## config.mk

```make
export PLATFORM = sky130hd
export DESIGN_NAME = psum_accum_ctrl_flat
export DESIGN_NICKNAME = d
export VERILOG_FILES = /design/src/rtl/psum_accum_ctrl_if.sv /design/src/rtl/psum_accum_ctrl.sv /design/src/flat_wrapper.sv
export SDC_FILE = /design/constraint.sdc
export NUM_CORES = 1
export LEC_CHECK = 0
export CORE_UTILIZATION = 52
export DETAILED_ROUTE_END_ITERATION = 16
export GPL_TIMING_DRIVEN = 0
export HOLD_SLACK_MARGIN = 0.1
export PLACE_DENSITY_LB_ADDON = 0.25
export SYNTH_ARGS = -nofsm -noshare
export SYNTH_HDL_FRONTEND = slang
export SYNTH_SLANG_ARGS = --single-unit
export TNS_END_PERCENT = 100
```

## constraint.sdc

```tcl
create_clock -name clk -period 11.75 [get_ports clk]
set_clock_uncertainty 0.2 [all_clocks]
set_input_delay 3.525 -clock clk [delete_from_list [all_inputs] [get_ports clk]]
set_output_delay 3.525 -clock clk [all_outputs]
set_load 0.01 [all_outputs]
```

## src/rtl/psum_accum_ctrl_if.sv

```systemverilog
// Product, scratchpad and drain buses of the partial-sum accumulator.
// The slave modport is the controller's view; master is the surrounding datapath.
interface psum_accum_ctrl_if #(
    parameter int unsigned ADDR_W = 6,
    parameter int unsigned DATA_W = 8
);
    logic              prod_valid;
    logic              prod_ready;
    logic [DATA_W-1:0] prod_data;
    logic [ADDR_W-1:0] prod_addr;
    logic              prod_first;
    logic              prod_last;

    logic              spad_rd;
    logic              spad_wr;
    logic [ADDR_W-1:0] spad_addr;
    logic [DATA_W-1:0] spad_wdata;
    logic [DATA_W-1:0] spad_rdata;

    logic              out_valid;
    logic              out_ready;
    logic [DATA_W-1:0] out_data;

    modport slave (
        input  prod_valid, prod_data, prod_addr, prod_first, prod_last,
        output prod_ready,
        output spad_rd, spad_wr, spad_addr, spad_wdata,
        input  spad_rdata,
        output out_valid, out_data,
        input  out_ready
    );

    modport master (
        output prod_valid, prod_data, prod_addr, prod_first, prod_last,
        input  prod_ready,
        input  spad_rd, spad_wr, spad_addr, spad_wdata,
        output spad_rdata,
        input  out_valid, out_data,
        output out_ready
    );
endinterface

```

## src/rtl/psum_accum_ctrl.sv

```systemverilog
// Partial-sum accumulation controller: read-modify-write of products into a
// scratchpad with saturating add, then drains entries 0..num_psum in order.
module psum_accum_ctrl #(
    parameter int unsigned ADDR_W = 6,
    parameter int unsigned DATA_W = 8
) (
    input  logic              clk,
    input  logic              rst,
    input  logic              start,
    input  logic [ADDR_W-1:0] num_psum,
    psum_accum_ctrl_if.slave  bus,
    output logic              busy,
    output logic              done,
    output logic              sat
);

    typedef enum logic [2:0] {IDLE, ACC, WB, DRD, DOUT} state_e;

    state_e            state_q, state_d;
    logic [ADDR_W-1:0] num_q, num_d;
    logic [ADDR_W-1:0] idx_q, idx_d;
    logic [ADDR_W-1:0] addr_q, addr_d;
    logic [DATA_W-1:0] data_q, data_d;
    logic [DATA_W-1:0] odata_q, odata_d;
    logic              first_q, first_d;
    logic              last_q, last_d;
    logic              sat_q, sat_d;
    logic              done_q, done_d;
    logic              rdv_q, rdv_d;
    logic [DATA_W:0]   sum_c;
    logic [DATA_W-1:0] acc_c;

    always_ff @(posedge clk) begin
        if (rst) begin
            state_q <= IDLE;
            num_q   <= '0;
            idx_q   <= '0;
            addr_q  <= '0;
            data_q  <= '0;
            odata_q <= '0;
            first_q <= 1'b0;
            last_q  <= 1'b0;
            sat_q   <= 1'b0;
            done_q  <= 1'b0;
            rdv_q   <= 1'b0;
        end else begin
            state_q <= state_d;
            num_q   <= num_d;
            idx_q   <= idx_d;
            addr_q  <= addr_d;
            data_q  <= data_d;
            odata_q <= odata_d;
            first_q <= first_d;
            last_q  <= last_d;
            sat_q   <= sat_d;
            done_q  <= done_d;
            rdv_q   <= rdv_d;
        end
    end

    always_comb begin
        state_d        = state_q;
        num_d          = num_q;
        idx_d          = idx_q;
        addr_d         = addr_q;
        data_d         = data_q;
        first_d        = first_q;
        last_d         = last_q;
        sat_d          = sat_q;
        done_d         = 1'b0;
        rdv_d          = 1'b0;
        bus.prod_ready = 1'b0;
        bus.spad_rd    = 1'b0;
        bus.spad_wr    = 1'b0;
        bus.spad_addr  = '0;
        bus.spad_wdata = '0;

        sum_c   = {1'b0, bus.spad_rdata} + {1'b0, data_q};
        acc_c   = sum_c[DATA_W] ? {DATA_W{1'b1}} : sum_c[DATA_W-1:0];
        // Scratchpad read data is only valid in the first DOUT cycle; keep a copy.
        odata_d = rdv_q ? bus.spad_rdata : odata_q;

        unique case (state_q)
            IDLE: begin
                if (start) begin
                    num_d   = num_psum;
                    sat_d   = 1'b0;
                    idx_d   = '0;
                    state_d = ACC;
                end
            end
            ACC: begin
                bus.prod_ready = 1'b1;
                if (bus.prod_valid) begin
                    data_d  = bus.prod_data;
                    addr_d  = bus.prod_addr;
                    first_d = bus.prod_first;
                    last_d  = bus.prod_last;
                    state_d = WB;
                    if (!bus.prod_first) begin
                        bus.spad_rd   = 1'b1;
                        bus.spad_addr = bus.prod_addr;
                    end
                end
            end
            WB: begin
                bus.spad_wr    = 1'b1;
                bus.spad_addr  = addr_q;
                bus.spad_wdata = first_q ? data_q : acc_c;
                if (!first_q && sum_c[DATA_W]) sat_d = 1'b1;
                if (last_q) begin
                    idx_d   = '0;
                    state_d = DRD;
                end else begin
                    state_d = ACC;
                end
            end
            DRD: begin
                bus.spad_rd   = 1'b1;
                bus.spad_addr = idx_q;
                rdv_d         = 1'b1;
                state_d       = DOUT;
            end
            DOUT: begin
                if (bus.out_ready) begin
                    if (idx_q == num_q) begin
                        done_d  = 1'b1;
                        state_d = IDLE;
                    end else begin
                        idx_d   = idx_q + ADDR_W'(1);
                        state_d = DRD;
                    end
                end
            end
            default: state_d = IDLE;
        endcase

        // Reset wins over any handshake or scratchpad access in the same cycle.
        if (rst) begin
            bus.prod_ready = 1'b0;
            bus.spad_rd    = 1'b0;
            bus.spad_wr    = 1'b0;
            bus.spad_addr  = '0;
            bus.spad_wdata = '0;
        end
    end

    assign bus.out_valid = (state_q == DOUT);
    assign bus.out_data  = rdv_q ? bus.spad_rdata : odata_q;
    assign busy          = (state_q != IDLE);
    assign done          = done_q;
    assign sat           = sat_q;

endmodule

```

## src/flat_wrapper.sv

```systemverilog
// flat-port wrapper written by rule: the top's interface ports become plain ports
module psum_accum_ctrl_flat 
#(
    parameter int unsigned ADDR_W = 6,
    parameter int unsigned DATA_W = 8
)
  (clk, rst, start, num_psum, busy, done, sat, bus_prod_valid, bus_prod_data, bus_prod_addr, bus_prod_first, bus_prod_last, bus_prod_ready, bus_spad_rd, bus_spad_wr, bus_spad_addr, bus_spad_wdata, bus_spad_rdata, bus_out_valid, bus_out_data, bus_out_ready);
  psum_accum_ctrl_if #(.ADDR_W(ADDR_W), .DATA_W(DATA_W)) bus_i ();
  input  logic clk;
  input  logic rst;
  input  logic start;
  input  logic [ADDR_W-1:0] num_psum;
  output logic busy;
  output logic done;
  output logic sat;
  input wire logic [$bits(bus_i.prod_valid)-1:0] bus_prod_valid;
  input wire logic [$bits(bus_i.prod_data)-1:0] bus_prod_data;
  input wire logic [$bits(bus_i.prod_addr)-1:0] bus_prod_addr;
  input wire logic [$bits(bus_i.prod_first)-1:0] bus_prod_first;
  input wire logic [$bits(bus_i.prod_last)-1:0] bus_prod_last;
  output wire logic [$bits(bus_i.prod_ready)-1:0] bus_prod_ready;
  output wire logic [$bits(bus_i.spad_rd)-1:0] bus_spad_rd;
  output wire logic [$bits(bus_i.spad_wr)-1:0] bus_spad_wr;
  output wire logic [$bits(bus_i.spad_addr)-1:0] bus_spad_addr;
  output wire logic [$bits(bus_i.spad_wdata)-1:0] bus_spad_wdata;
  input wire logic [$bits(bus_i.spad_rdata)-1:0] bus_spad_rdata;
  output wire logic [$bits(bus_i.out_valid)-1:0] bus_out_valid;
  output wire logic [$bits(bus_i.out_data)-1:0] bus_out_data;
  input wire logic [$bits(bus_i.out_ready)-1:0] bus_out_ready;
  assign bus_i.prod_valid = bus_prod_valid;
  assign bus_i.prod_data = bus_prod_data;
  assign bus_i.prod_addr = bus_prod_addr;
  assign bus_i.prod_first = bus_prod_first;
  assign bus_i.prod_last = bus_prod_last;
  assign bus_prod_ready = bus_i.prod_ready;
  assign bus_spad_rd = bus_i.spad_rd;
  assign bus_spad_wr = bus_i.spad_wr;
  assign bus_spad_addr = bus_i.spad_addr;
  assign bus_spad_wdata = bus_i.spad_wdata;
  assign bus_i.spad_rdata = bus_spad_rdata;
  assign bus_out_valid = bus_i.out_valid;
  assign bus_out_data = bus_i.out_data;
  assign bus_i.out_ready = bus_out_ready;
  psum_accum_ctrl #(.ADDR_W(ADDR_W), .DATA_W(DATA_W)) u_core (.clk(clk), .rst(rst), .start(start), .num_psum(num_psum), .bus(bus_i), .busy(busy), .done(done), .sat(sat));
endmodule
```

==> results by group <==
Yosys
  – Post-synthesis compound-gate area fraction: 17.68%
  – Post-synth EDFFs: 0
  – Synthesized instance count: 296
  – Synth Area in XOR/XNOR: 3.969%
  – Multiplexer share of the synthesized area: around 9%
  – Ys async rst share: 0%
  – Ranking of synthesized cells by area: dfxtp_1 35%, a21oi_1 6.4%, nand2_1 6.0%
  – Mapped Area: 2427 µm²
  – Netlist cell types: 48
  – Total number of yosys warnings: 0
  – FF+latch count, synth: 42
  – Post-synth top flop: dfxtp_1
  – Register area share after synthesis: 34.64%
  – Synth Net Count: 341
  – Main combinational cell family by area after synthesis: simple AND/OR/NAND/NOR gates
  – Syn Area/Cell: 8.200 µm²
  – Post-synthesis adder-cell area fraction: 5.464%
  – Post-synthesis simple-gate area fraction: 23.66%
  – Cell taking the most area after synthesis: dfxtp_1
  – Top-area cell type share of the netlist area: 34.64%
  – Most common cell in the synthesized netlist: dfxtp_1
  – Synth cell count leaders: 42 x dfxtp_1, 39 x nand2_1, 35 x nor2_1, 31 x a21oi_1, 16 x inv_1

Floorplanning
  – Io pins: 64
  – Die W: 70.32 µm
  – Initial Utilization: 54.99%
  – Die ar.: roughly 5000 µm²
  – Core ar.: 4414 µm²
  – Placement row count: 24
  – Chip Height: 70.32 µm

STA
  – Final Hold Vio Count: 0
  – Fin crit period: 10.23 ns
  – Relative slew slack: 47.22%
  – Endpoints failing setup: 0
  – Slew Viols, Final: 0
  – Final worst path period share: 87.10%
  – FMAX: 97.71 MHz
  – Fin Setup TNS: 0 ns
  – Worst Setup Slack, final: 1.516 ns
  – Worst Tran Pin Value: a little under 0.8 ns
  – RSZ-0062 raised after global routing: no

GRT
  – GRT Util Overall: between 20% and 30%
  – Grt ovf: 0
  – Antenna violations before repair: 0
  – Number of global-route vias before repair: approximately 2200
  – First-pass GRT wire length: 10.21 mm
  – Largest net degree at the start of global routing: 14

Placed design
  – Place WS: roughly 1.6 ns
  – Post-Place Cells: 411
  – Post-DP Area: 3123 µm²
  – Placer Congestion: roughly 0.92
  – Detail Placement HPWL: between 4 and 5 mm
  – PortBufs: 63

Layout
  – Area grow syn2layout: 34.54%
  – Ratio of cells with drive above 1 in the final layout: just over 8%
  – Post-route cell area: 3266 µm²
  – Final Non-Filler Cells: 419
  – Inserted Diodes: 0
  – Fin nets: 411

CTS
  – CTS tree: built
  – Clock Sinks: 42
  – Hold-fix buffers, CTS: 0
  – Bufs on Longest Clock Path: 2
  – Resized cells post-CTS: 0
  – Insertion delay to the later sink of the worst-skew pair: 0.30 ns
  – Setup bufs post-CTS: 0
  – CTS Buf Count: 5
  – H-tree Lvls: 2
  – CTS Root Cell: clkbuf_8
  – Clock-pin transition on the worst setup and hold timing paths: 0.08 ns

Critical path
  – CP required: 8.03 ns
  – Crit path cell chain: clkdlybuf4s50_1, ha_1, fa_1, a211o_1, o211ai_1, a21oi_1, nor3_2, a221oi_1, clkdlybuf4s50_1
  – Crit path capture type: output port
  – CP startpoint kind: input port
  – Largest stage delay on the critical path: between 0.5 and 0.6 ns
  – Crit-path max FO: 8
  – CP most frequent cell: clkdlybuf4s50_1
  – Critical path's slowest cell: clkdlybuf4s50_1
  – CP Class: in -> out
  – Critical Path AT: 6.51 ns

Detailed routing
  – Routed length on met2: between 3 and 4 mm
  – Vias per cell: 5.709
  – Top sig layer: met4
  – Vias: 2392
  – Routed length per instance: 15.13 µm
  – DR DRC count: 0
  – DR iter-0 viols: 195
  – Routed Antenna Nets: 0
  – Drt pass-1 iters: 4
  – M1 WL: 2.794 mm
  – Met3 wire length: 462 µm
  – Total Wirelength: 6.341 mm

Run status
  – Status: complete, no violations

Flow run
  – Max_cap viols: 0

Power and ir drop
  – Worst VDD drop: roughly 0.000065 V
  – Power density over the cells: ~110 nW/µm²
  – Final Total Pwr: 0.0003634 W
  – Leakage: roughly 1.2 nW

Min path
  – HP Class: reg -> reg
==> sequential cells by signal, indices dropped and copies added, names as in the netlist <==
register,cells
u_core.sat,1
u_core.last_q,1
u_core.idx_q,6
u_core.odata_q,8
u_core.state_q,3
u_core.addr_q,6
u_core.data_q,8
u_core.num_q,6
u_core.rdv_q,1
u_core.first_q,1
u_core.done,1
==> layout by cell type, fill, tap and decap left out, drive strengths merged, types with 3 or more instances in the layout <==
master / synthesis / routed
nor3: 4 / 4
nand3: 3 / 3
clkdlybuf4s50: 0 / 63
o21a: 3 / 3
nand2b: 7 / 7
dfxtp: 42 / 42
nand4b: 3 / 3
a221oi: 8 / 8
a21oi: 31 / 31
xor2: 3 / 3
mux2i: 12 / 12
buf: 5 / 5
nor2b: 8 / 8
ha: 9 / 9
o21ai: 4 / 4
nand2: 39 / 39
clkbuf: 11 / 17
mux2: 9 / 9
inv: 16 / 16
nand3b: 3 / 3
nor2: 36 / 36
or3: 3 / 3
xnor2: 8 / 8
==> report_power, final <==
group	switching [W]	internal (W)	total (W)	leakage [nW]
sequential	0.00000347	0.000148	0.000151	0.341
combinational	0.0000372	0.0000338	0.0000711	0.799
clock	0.0000507	0.0000907	0.000141	0.0714
==> per-stage QoR <==
| step | util, % | hold WS [ns] |
|---|---|---|
| CTS | 73.98 | 0.2597 |
| global placement | 70.75 | 0.2417 |
| floorplan | - | 0.2357 |
| finish | 73.98 | 0.2611 |
| detailed placement | 70.75 | 0.2475 |
| global route | 73.98 | 0.2832 |
==> logic make-up (layout without fill, tap and decap cells) <==
group	after synthesis	after routing
adder cells (fa/ha/maj)	10	10
XOR/XNOR	11	11
AO/OA/AOI/OAI	65	65
multiplexers	21	21
AND/OR/NAND/NOR	115	115
flip-flops	42	42
buffers and inverters	32	103
==> path summary, 6_finish.rpt <==
check | startpoint | end | slack (ns) | cells after the start
worst min register to register | u_core.addr_q[2] | u_core.addr_q[2] | 0.26 | 2
worst max-delay path | bus_spad_rdata[0] | bus_spad_wdata[7] | 1.52 | 9
worst min-delay path | u_core.addr_q[2] | u_core.addr_q[2] | 0.26 | 2
worst max register to register | u_core.data_q[0] | u_core.sat | 9.57 | 7
==> worst max-delay path: cells and delay by family <==
family | cells | cell delay [ns]
buffers and inverters | 2 | 0.95
AOI/OAI and AO/OA | 4 | 0.84
adders and majority gates | 2 | 0.70
and+or+nand+nor | 1 | 0.49
==> layout make-up <==
cell class              instances  area, µm²
flip-flops and latches         42      840.8
clock buffers                   6      82.58
well taps                      52      65.06
multi-input cells             222       1454
repair buffers                 63      630.6
inverters                      16      60.06
plain buffers                  16      72.57
clock inverters                 2      60.06
fillers                       367       1149
==> layer usage <==
metal / vias up / track usage, %
met4: 0 / 8.222
met1: 1118 / 35.00
met3: 8 / 3.752
met5: - / 0
li1: 1168 / -
met2: 98 / 42.33
Note: power is estimated with default switching activity, not from simulation.
==> RTL edit 1 (config.mk and constraints unchanged) <==
`DATA_W` is set to 8 in 3 places; all go to 6.
--- a/src/rtl/psum_accum_ctrl_if.sv
+++ b/src/rtl/psum_accum_ctrl_if.sv
@@ -2,7 +2,7 @@
 // The slave modport is the controller's view; master is the surrounding datapath.
 interface psum_accum_ctrl_if #(
     parameter int unsigned ADDR_W = 6,
-    parameter int unsigned DATA_W = 8
+    parameter int unsigned DATA_W = 6
 );
     logic              prod_valid;
     logic              prod_ready;
--- a/src/rtl/psum_accum_ctrl.sv
+++ b/src/rtl/psum_accum_ctrl.sv
@@ -2,7 +2,7 @@
 // scratchpad with saturating add, then drains entries 0..num_psum in order.
 module psum_accum_ctrl #(
     parameter int unsigned ADDR_W = 6,
-    parameter int unsigned DATA_W = 8
+    parameter int unsigned DATA_W = 6
 ) (
     input  logic              clk,
     input  logic              rst,
--- a/src/flat_wrapper.sv
+++ b/src/flat_wrapper.sv
@@ -2,7 +2,7 @@
 module psum_accum_ctrl_flat 
 #(
     parameter int unsigned ADDR_W = 6,
-    parameter int unsigned DATA_W = 8
+    parameter int unsigned DATA_W = 6
 )
   (clk, rst, start, num_psum, busy, done, sat, bus_prod_valid, bus_prod_data, bus_prod_addr, bus_prod_first, bus_prod_last, bus_prod_ready, bus_spad_rd, bus_spad_wr, bus_spad_addr, bus_spad_wdata, bus_spad_rdata, bus_out_valid, bus_out_data, bus_out_ready);
   psum_accum_ctrl_if #(.ADDR_W(ADDR_W), .DATA_W(DATA_W)) bus_i ();
Interface: changed (resized bus_out_data, bus_prod_data, bus_spad_rdata and bus_spad_wdata); port bits go from 64 to 56. The function was not compared with the original's and may differ.
==> RTL edit 1 against the unedited design <==
  * Non-clock buffer count decreased by 13
  * Final area decreased by 14%
  * Synthesized area decreased by 13%
  * Routed wire length decreased by 15%
  * Count of clock-buffer cells in the layout increased by 1
  * Sequential cell count decreased by 4
  * Total power decreased by 21%
  * Hold slack got worse by 0.0059 ns
  * Core utilization increased by 0.31 points
  * Register-to-register slack improved by 0.17 ns
  * Worst setup slack improved by 0.41 ns
  * Combinational power decreased by 20%
  * Sequential power decreased by 9%
==> RTL edit 1: results (changes against the unedited design) <==
### Outcome
- run status: finished, final reports clean

### Routing
- met1 WL: 2.35 mm, -16%
- violation count after the first detailed-routing iteration: 109, -44%
- post-DR wirelength/cell: 14.5 um, -4.3%
- routed via count: 2085, -13%
- wire length on met2: 2.63 mm, -13%

### Synthesis
- register bit count reported by yosys: 38, -9.5%
- cell types with the highest counts after synthesis: 38 x dfxtp_1, 36 x nand2_1, 31 x a21oi_1
- post-synth cell types: 45, -6.3%
- share of synthesized area occupied by flip-flops and latches: 36.1%, +1.4 points
- post-synthesis mux area share: 10.4%, +1.3 points

### Global route
- maximum number of pins on one net before global-route repair: 12, -2
- via count of the first global-routing pass: 1961, -11%
- global routing usage on met3: 6.25%, +2.5 points
- global routing usage summed across all routing layers: 27.4%, +1.5 points

### Final layout
- Layout Cells excl Fill: 370, -12%
- fill cell instance count of the final layout: 302, -18%
- area added between synthesis and finish: 32.8%
- Repair and plain buffers: 66, -16%

### Power and ir drop
- switching share of power: 27.8%, +2.7 points
- Flop pwr share: 47.7%, +6.2 points
- power drawn by the sequential cells: 138 uW, -9%

### Floorplan
- Well-Tap Cells: 48, -7.7%

### Placed design
- total cell area at the placement stage: 2710 um2, -13%

### Worst setup path
- arrival time reported for the critical path endpoint: 6.10 ns, -0.41 ns
- worst reg-to-reg setup slack: 9.74 ns, +0.17 ns

### Worst hold path
- Worst Hold Endpoint: u_core.sat

## RTL edit 1: cell count changes after synthesis, moves of 5 or more
cell	delta
and2_1	+9
a221oi_1	-8
inv_1	-8
nor2b_1	-8
o21ai_1	+7
nand2b_1	-5
nor2_1	-5
## RTL edit 1: how the worst max path moves through the flow
stage	from	end	slack, ns	depth (start not counted)
3_5_place_dp	bus_spad_rdata[0]	bus_spad_wdata[4]	2.01	9
5_1_grt	bus_spad_rdata[0]	bus_spad_wdata[4]	1.89	9
3_3_place_gp	bus_spad_rdata[0]	bus_spad_wdata[4]	2.05	9
4_1_cts	bus_spad_rdata[0]	bus_spad_wdata[4]	1.94	9
2_1_floorplan	bus_spad_rdata[0]	bus_spad_wdata[4]	3.10	7
6_report	bus_spad_rdata[0]	bus_spad_wdata[4]	1.92	9
## RTL edit 1: critical path: cells and delay by family
kind / cells / cell delay, ns
buf+inv: 2 / 0.92
fa+ha+maj: 2 / 0.68
compound gates: 3 / 0.64
simple gates: 2 / 0.33
